===== src/rtl/display_ascii_sender.sv =====
// rtl/display_ascii_sender.sv - sends a 4-digit BCD value as an ASCII "dd:dd\r\n" frame to a UART
module display_ascii_sender #(
  parameter int AUTO_PERIOD = 100_000_000,
  parameter int ACK_TIMEOUT = 16
) (
  input  logic        clk,
  input  logic        rst,
  input  logic [15:0] i_display_data,
  input  logic        i_send,
  input  logic        i_auto_en,
  input  logic        i_tx_busy,
  output logic [7:0]  o_tx_data,
  output logic        o_tx_start,
  output logic        o_busy,
  output logic        o_frame_done,
  output logic        o_err
);

  localparam int AW = (AUTO_PERIOD > 1) ? $clog2(AUTO_PERIOD) : 1;
  localparam int TW = $clog2(ACK_TIMEOUT + 1);
  localparam logic [AW-1:0] AUTO_LAST = AW'(AUTO_PERIOD - 1);
  localparam logic [TW-1:0] ACK_LAST  = TW'(ACK_TIMEOUT - 1);
  localparam logic [2:0]    LAST_IDX  = 3'd6;

  typedef enum logic [1:0] {IDLE, START, WAIT_ACK, WAIT_DONE} state_t;

  state_t          state;
  logic [2:0]      idx;
  logic [15:0]     snap;
  logic            pending;
  logic [AW-1:0]   auto_cnt;
  logic [TW-1:0]   ack_cnt;
  logic            auto_tick;
  logic            new_req;

  // Non-decimal nibbles are shown as a dash so a bad value is visible on the terminal.
  function automatic logic [7:0] digit_ascii(input logic [3:0] d);
    return (d <= 4'd9) ? {4'h3, d} : 8'h2D;
  endfunction

  function automatic logic [7:0] frame_byte(input logic [15:0] data, input logic [2:0] i);
    case (i)
      3'd0:    return digit_ascii(data[15:12]);
      3'd1:    return digit_ascii(data[11:8]);
      3'd2:    return 8'h3A;
      3'd3:    return digit_ascii(data[7:4]);
      3'd4:    return digit_ascii(data[3:0]);
      3'd5:    return 8'h0D;
      3'd6:    return 8'h0A;
      default: return 8'h00;
    endcase
  endfunction

  assign auto_tick = i_auto_en && (auto_cnt == AUTO_LAST);
  assign new_req   = i_send || auto_tick;

  // Free-running period counter; disabling auto mode restarts the period from zero.
  always_ff @(posedge clk or posedge rst) begin
    if (rst) begin
      auto_cnt <= '0;
    end else if (!i_auto_en || auto_tick) begin
      auto_cnt <= '0;
    end else begin
      auto_cnt <= auto_cnt + 1'b1;
    end
  end

  // Frame sequencer: one START/WAIT_ACK/WAIT_DONE round trip per byte, all outputs registered.
  always_ff @(posedge clk or posedge rst) begin
    if (rst) begin
      state        <= IDLE;
      idx          <= '0;
      snap         <= '0;
      pending      <= 1'b0;
      ack_cnt      <= '0;
      o_tx_data    <= 8'h00;
      o_tx_start   <= 1'b0;
      o_busy       <= 1'b0;
      o_frame_done <= 1'b0;
      o_err        <= 1'b0;
    end else begin
      o_tx_start   <= 1'b0;
      o_frame_done <= 1'b0;
      o_err        <= 1'b0;
      // Requests during a frame collapse into a single follow-up frame.
      if (state != IDLE && new_req) begin
        pending <= 1'b1;
      end
      case (state)
        IDLE: begin
          if (new_req || pending) begin
            state      <= START;
            idx        <= '0;
            snap       <= i_display_data;
            o_tx_data  <= frame_byte(i_display_data, 3'd0);
            o_tx_start <= 1'b1;
            o_busy     <= 1'b1;
            pending    <= 1'b0;
          end
        end
        START: begin
          state   <= WAIT_ACK;
          ack_cnt <= '0;
        end
        WAIT_ACK: begin
          if (i_tx_busy) begin
            state <= WAIT_DONE;
          end else if (ack_cnt == ACK_LAST) begin
            state  <= IDLE;
            idx    <= '0;
            o_busy <= 1'b0;
            o_err  <= 1'b1;
          end else begin
            ack_cnt <= ack_cnt + 1'b1;
          end
        end
        WAIT_DONE: begin
          if (!i_tx_busy) begin
            if (idx == LAST_IDX) begin
              state        <= IDLE;
              idx          <= '0;
              o_busy       <= 1'b0;
              o_frame_done <= 1'b1;
            end else begin
              state      <= START;
              idx        <= idx + 3'd1;
              o_tx_data  <= frame_byte(snap, idx + 3'd1);
              o_tx_start <= 1'b1;
            end
          end
        end
        default: state <= IDLE;
      endcase
    end
  end

endmodule


===== config.mk =====
export PLATFORM = sky130hd
export DESIGN_NAME = display_ascii_sender
export DESIGN_NICKNAME = d
export VERILOG_FILES = /design/src/rtl/display_ascii_sender.sv
export SDC_FILE = /design/constraint.sdc
export NUM_CORES = 1
export LEC_CHECK = 0
export CAP_MARGIN = 25
export CORE_ASPECT_RATIO = 0.7
export CORE_UTILIZATION = 64
export CTS_BUF_LIST = sky130_fd_sc_hd__clkbuf_8
export DETAILED_ROUTE_END_ITERATION = 8
export PLACE_DENSITY_LB_ADDON = 0.05
export RECOVER_POWER = 50
export SLEW_MARGIN = 20
export SYNTH_ARGS = -nofsm -noshare
export SYNTH_HDL_FRONTEND = slang
export SYNTH_SLANG_ARGS = --single-unit

===== constraint.sdc =====
create_clock -name clk -period 6.1 [get_ports clk]
set_input_delay 1.22 -clock clk [delete_from_list [all_inputs] [get_ports clk]]
set_output_delay 1.22 -clock clk [all_outputs]
set_load 0.1 [all_outputs]

Yosys cells after proc, flatten, opt, wreduce, memory -nomap -nowiden
Cells that the tools add are included.
- add/subtract/negate cells: 3
- magnitude comparators: 5
- equality and inequality tests: 20
- muxes and demuxes: 45
- reduce and logical (&&, ||, !) cells: 18
- operators by type and width (operator ; count):
    one-hot mux 6 bit (7 select lines) ; 1
    2-to-1 mux 5 bit ; 7
    adder 27 x 1 -> 27 bit (second input constant) ; 1
    == test 27 bit (second input constant) ; 1
    2-to-1 mux 27 bit ; 1
    2-to-1 mux 8 bit ; 3
    <= comparator 4 bit (second input constant) ; 5
    2-to-1 mux 1 bit ; 18
    one-hot mux 8 bit (2 select lines) ; 1
    2-to-1 mux 3 bit ; 5
    inequality test 2 bit (second input constant) ; 7
    == test 3 bit (second input constant) ; 4
    one-hot mux 5 bit (2 select lines) ; 1
    one-hot mux 3 bit (3 select lines) ; 1
    2-to-1 mux 2 bit ; 4
    one-hot mux 2 bit (4 select lines) ; 1
    == test 3 x 2 -> 1 bit (second input constant) ; 2
    AND reduction 3 bit ; 2
    AND reduction 6 bit ; 1
    nonzero test 2 bit ; 3
    adder 5 x 1 -> 5 bit (second input constant) ; 1
    == test 5 x 4 -> 1 bit (second input constant) ; 1
    AND reduction 5 bit ; 1
    == test 2 bit (second input constant) ; 2
    other kinds (14) ; 17
- register bits after elaboration: 66
- bits of input ports: 21
- output and inout port bits: 12

Longest topological paths before layout
- depth in word-level cells: 7
- gate-level depth with buffers: 9
- depth with buffers taken out: 8

Worst setup path before layout
OpenSTA, ideal clock, no wires.
- kind: in2reg
- start point: in i_tx_busy
- end point: reg idx[0]
- library setup time: 0.125 ns
- arrival: 2.306 ns
- required time: 5.975 ns
- path slack: 3.669 ns
- cell stages on the path: 5
- buffers on the path: 0
- cell sequence: nand2_1 and3_1 a31oi_2 nand2b_4 mux2_2
- cells in the longest elaborated chain, start to end: 2
- ends and longest elaborated chain (item ; RTL line ; text):
    from (decl) ; 11 ; input logic i_tx_busy,
    inequality test 2 bit (no line) ; n/a ;
    AND reduction 5 bit (no line) (*) ; n/a ;
    to (signal assigned) ; 126 ; idx <= idx + 3'd1;
    to (decl) ; 28 ; logic [2:0] idx;
Every way passes the cells marked *; elsewhere a longest branch is shown, timed or not.
A chain may end at the register's enable or synchronous reset.

Worst setup path after layout
- start point: reg o_busy
- end point: out o_busy
- RTL lines (item ; RTL line ; text):
    from (decl) ; 14 ; output logic o_busy,
    from (signal assigned) ; 78 ; o_busy <= 1'b0;
    from (signal assigned) ; 97 ; o_busy <= 1'b1;
    from (signal assigned) ; 111 ; o_busy <= 1'b0;
No word-level cell between the ends.

==> metrics.txt <==
vias in the first global route 2398; Slowest cell on crit path clkdlybuf4s50_1; Internal 1010 µW; Peak VDD IR 0.316 mV; LEAKAGE 0.00170 µW; top-area cell type share of the netlist area 0.461; largest cells by area after synthesis dfrtp_1 (46%), nor2_1 (5.1%), xnor2_1 (4.5%); unrepaired setup endpoints after global routing no; DR pass1 iterations 7; PostCTS Resize Cnt 0; number of synthesized register bits 64; sequential fraction of the synthesis area 0.461; H-tree Lvls 3; layout cells sized above 1 0.118; count of final setup violators 0; status finished, violations left; final non-filler cell total 445; worst skew pair latency 0.34 ns; Vias/cell 5.78; most frequent cells in the layout dfrtp_1 (64), nor2_1 (47), clkdlybuf4s50_1 (28), inv_1 (20), xnor2_1 (18); grt ovf 0; Rel. slew slack 0.356; hold_buf cts 0; CTS buffer count 9; starting density of the core 0.664; Psw 688 µW; Min-Delay Path Class reg -> reg; Antenna diodes 0; Placer Congestion 0.911; initial antenna violation count 0; Fin. Hold Viols 0; number of flops mapped to enable cells by yosys 0; max-slew violations 0; failing checks DRC; Tmin final 3.09 ns; synth unique cells 58; YS warnings 0; post-DP HPWL 4680 µm; final layout net count 400; die width 90.1 µm; synth-to-layout area growth 14.0%; first-pass GRT wire length 11700 µm; number of remaining DRC errors 1; top_reg_cell synth dfrtp_1; number of core rows 22; placed insts 430; power density over the cells 429 nW/µm²; asr flop ratio synth 1.00; Cell Chain, Critical Path clkdlybuf4s50_1; Slowest Stage Delay on Critical Path 1.15 ns; postcts setup bufs 0; sequential share of power 0.369; 1st-iter DRT viols 166; wire per inst 15.3 µm; Arr. time, crit path 1.87 ns; routed wire length 6810 µm; Comb pwr share 0.443; Buffers on Ports 30; actual slew at the worst max-slew pin 0.963 ns; post-route ant nets 0; CTS clk-pin slew, worst paths 0.06 ns; clock root cell clkbuf_8; Worst Setup Start Kind flop; delay-heaviest family, CP buffers and inverters; commonest non-fill, non-tap cell in the layout dfrtp_1; Worst EP required 4.88 ns; crit end category primary output; FILL cells 373; Mapped Area 3470 µm²; vias 2571; Max FO, Critical Path 2; IO Count 33; Synth Area per Inst 10.3 µm²; largest net degree at the start of global routing 65; clock group share of total power 0.187; area leader, netlist dfrtp_1; Switching Share 0.405; CP bufs+invs 1; Sink Count 64; Layout Utilization 0.758; TNS Setup 0 ns; maximum clock insertion buffer count 2; area of the die 5730 µm²; Post-Synthesis Cells 337; CTS tree yes; Core ar. 5230 µm²; crit share post-route 0.506; clk_skew 0.00765 ns; fmax 0.324 GHz; Die Ht 63.6 µm; kind of critical path reg -> out; Total Routing Usage GR 0.268; number of max-cap violations 0
registers in the layout (all words and copies together), names as in the netlist:
name          flops
idx               3
o_frame_done      1
state             2
o_tx_start        1
o_err             1
snap             16
o_tx_data         6
pending           1
o_busy            1
auto_cnt         27
ack_cnt           5
cells in the mapped netlist, drive strengths merged (2+ instances only):
| cell | number |
|---|---|
| dfrtp | 64 |
| inv | 20 |
| nor3 | 6 |
| buf | 6 |
| o31ai | 2 |
| and2 | 3 |
| a22o | 2 |
| nor2 | 47 |
| o21a | 4 |
| o21ai | 12 |
| clkbuf | 5 |
| or4b | 2 |
| nand3 | 16 |
| ha | 10 |
| nand2 | 17 |
| mux2i | 3 |
| xnor2 | 18 |
| o22ai | 3 |
| a21oi | 14 |
| and4 | 5 |
| o221ai | 2 |
| nand3b | 4 |
| nand2b | 4 |
| a21boi | 2 |
| nor3b | 2 |
| and3 | 5 |
| mux2 | 22 |
| a22oi | 2 |
| xor2 | 7 |
| a31oi | 2 |
| nor4 | 3 |
| nand4 | 6 |
worst paths after layout:
path	from	slack, ns	cells past startpoint	to
max	o_busy$_DFFE_PP0P_	3.01	1	o_busy
min	auto_cnt[0]$_DFF_PP0_	0.48	1	auto_cnt[0]$_DFF_PP0_
max reg2reg	auto_cnt[17]$_DFF_PP0_	3.26	4	snap[12]$_DFFE_PP0P_
min reg2reg	auto_cnt[0]$_DFF_PP0_	0.48	1	auto_cnt[0]$_DFF_PP0_
max in group asynchronous	rst	4.04	3	snap[14]$_DFFE_PP0P_
min in group asynchronous	rst	1.56	3	snap[1]$_DFFE_PP0P_
through the flow:
step	total power [µW]	cell area, µm²	setup slack [ns]	hold slack (ns)
after CTS	1710	3970	3.02	0.486
after floorplan	1240	3480	3.28	0.448
after global routing	1810	3960	3.00	0.517
final	1700	3960	3.01	0.484
after global placement	1360	3800	3.00	0.474
after detailed placement	1380	3800	2.94	0.477
logic make-up (layout without fill, tap and decap cells):
| group | after synthesis | count (layout) | synth area share |
|---|---|---|---|
| AO/OA/AOI/OAI | 55 | 55 | 0.109 |
| XOR/XNOR | 25 | 25 | 0.0630 |
| adder cells (fa/ha/maj) | 10 | 10 | 0.0360 |
| buffers and inverters | 31 | 66 | 0.0432 |
| flip-flops | 64 | 64 | 0.461 |
| multiplexers | 25 | 25 | 0.0897 |
| other | 1 | 2 | 0.00108 |
| AND/OR/NAND/NOR | 126 | 126 | 0.197 |
per-layer routing:
metal | global-route usage | wire length [µm] | vias up
met2 | 0.379 | 2930 | 74
met1 | 0.393 | 3410 | 1240
met4 | 0.0665 | 89 | 0
li1 | - | - | 1246
met5 | 0 | 0 | -
met3 | 0.0918 | 375 | 11
final cells by class:
type	count	area [µm²]	area share
repair buffers	31	308	0.0777
well taps	72	90.1	0.0227
multi-input cells	243	1720	0.433
flip-flops and latches	64	1600	0.404
clock buffers	11	151	0.0382
inverters	20	75.1	0.0189
clock inverters	4	21.3	0.00537
power groups by stage:
stage / registers [µW] / clock network (µW) / logic [µW]
CTS: 625 / 328 / 754
finish: 628 / 318 / 753
global route: 643 / 348 / 814
global placement: 627 / 0 / 732
floorplan: 755 / 0 / 480
detailed placement: 631 / 0 / 749
No activity file was read; power rests on OpenSTA's default activity.
==> patch: new RTL, same flow settings <==
Set the parameter `AUTO_PERIOD` to 200_000_000 (it was 100_000_000).
--- a/src/rtl/display_ascii_sender.sv
+++ b/src/rtl/display_ascii_sender.sv
@@ -2,3 +2,3 @@
 module display_ascii_sender #(
-  parameter int AUTO_PERIOD = 100_000_000,
+  parameter int AUTO_PERIOD = 200_000_000,
   parameter int ACK_TIMEOUT = 16
Formal check against the unedited RTL: same outputs for any inputs over 10 cycles, from zero or initial values and one cycle with rst high; that may be too few to reach the edited logic, so the function may still have changed.
==> patch against the original RTL <==
Setup slack improved by 0.023 ns; core utilization rose by 4.7 points; power rose by 0.15%; via count rose by 3.6%; wire length rose by 6.0%; combinational power fell by 4.5%; first-iteration DRC count rose by 25%; area after synthesis fell by 0.94%; sequential cell count rose by 1; die area fell by 0.91%; critical path depth did not move; cell area rose by 0.85%; critical path type unchanged.
==> patch: results (changes against the original RTL) <==
outcome = finished clean
Synth top cells by count = dfrtp_1, nor2_1, nand2_1, inv_1
VDD IR max = 0.256 mV (-19%)
Total Routing Usage GR = 0.296 (+0.0279)
1st-iter DRT viols = 207 (+25%)
largest registers = auto_cnt (28), snap (16), o_tx_data (6)
Pleak = 1.78 nW (+4.4%)
placed cell area = 3800 sq um (about the same)
Distinct cells, synth = 59 (+1.7%)
slowest CP cell = clkdlybuf4s50_1
Post-DP HPWL = 5110 um (+9.2%)
CP endpoint = o_tx_data[4]
WL per Instance = 16.3 um (+6.3%)
sequential fraction of the synthesis area = 0.473 (+0.0116)
CP arrival = 1.84 ns (-0.03 ns)
r2r endpoint = auto_cnt[6]
reg-to-reg slack, setup = 3.27 ns (about the same)
first-pass GRT wire length = 12,200 um (+4.3%)
routability cong. = 0.870 (-4.5%)
router iterations before antenna repair = 5 (-2)
post-layout worst setup margin = 3.04 ns (+0.0225 ns)
CP Launch Point = o_tx_data[4]
layout net count = 401 (+0.25%)
depth of the most critical reg-to-reg path = 5 (+1)
Rel. slew slack = 0.0433 (-0.312)
drt via density = 6.00 (+3.9%)
largest net degree at the start of global routing = 66 (+1.5%)
Critical R2R Launch = auto_cnt[9]
share of cells above drive strength 1 = 0.123 (+0.00470)
Layout Skew = 0.00750 ns (-0.000145 ns)
vias in the first global route = 2,559 (+6.7%)
worst slack, placed = 2.83 ns (-0.102 ns)
patch: cells by family after synthesis:
family                   share of synthesized area
AND/OR/NAND/NOR                              0.193
flip-flops                                   0.473
AO/OA/AOI/OAI                                0.116
buffers and inverters                       0.0327
multiplexers                                0.0927
XOR/XNOR                                    0.0560
adder cells (fa/ha/maj)                     0.0364
other                                      0.00109
patch: area by class of cell:
class | count | area [sq um]
Tap cell | 69 | 86.3
Timing Repair Buffer | 33 | 320
Inverter | 18 | 67.6
Clock inverter | 6 | 51.3
Fill cell | 312 | 970
Clock buffer | 10 | 138
Sequential cell | 65 | 1630
Multi-Input combinational cell | 243 | 1710
patch: layer usage:
layer  GRT usage  share of wire  up-vias
met5           0              0        -
met4       0.109          0.018        0
met3      0.0891          0.057       13
met2       0.416           0.44       91
met1       0.430           0.49     1303
li1            -              -     1257
patch: per-stage QoR:
step	std cells	power, mW
5_1_grt	444	1.79
3_3_place_gp	427	1.32
3_5_place_dp	427	1.35
4_1_cts	443	1.70
2_1_floorplan	334	1.19
6_report	444	1.70
patch: how the worst min path moves through the flow:
stage            startpoint            to  slack (ns)  depth (start not counted)
6_report        auto_cnt[0]   auto_cnt[0]        0.49                          1
5_1_grt        o_tx_data[1]  o_tx_data[1]        0.53                          1
4_1_cts         auto_cnt[0]   auto_cnt[0]        0.49                          1
3_5_place_dp    auto_cnt[0]   auto_cnt[0]        0.49                          1
3_3_place_gp    auto_cnt[0]   auto_cnt[0]        0.47                          1
2_1_floorplan   auto_cnt[0]   auto_cnt[0]        0.45                          1
patch: power by group:
| group | internal, mW | switching, mW | total (mW) |
|---|---|---|---|
| combinational | 0.294 | 0.425 | 0.719 |
| sequential | 0.532 | 0.0989 | 0.631 |
| clock | 0.194 | 0.158 | 0.352 |
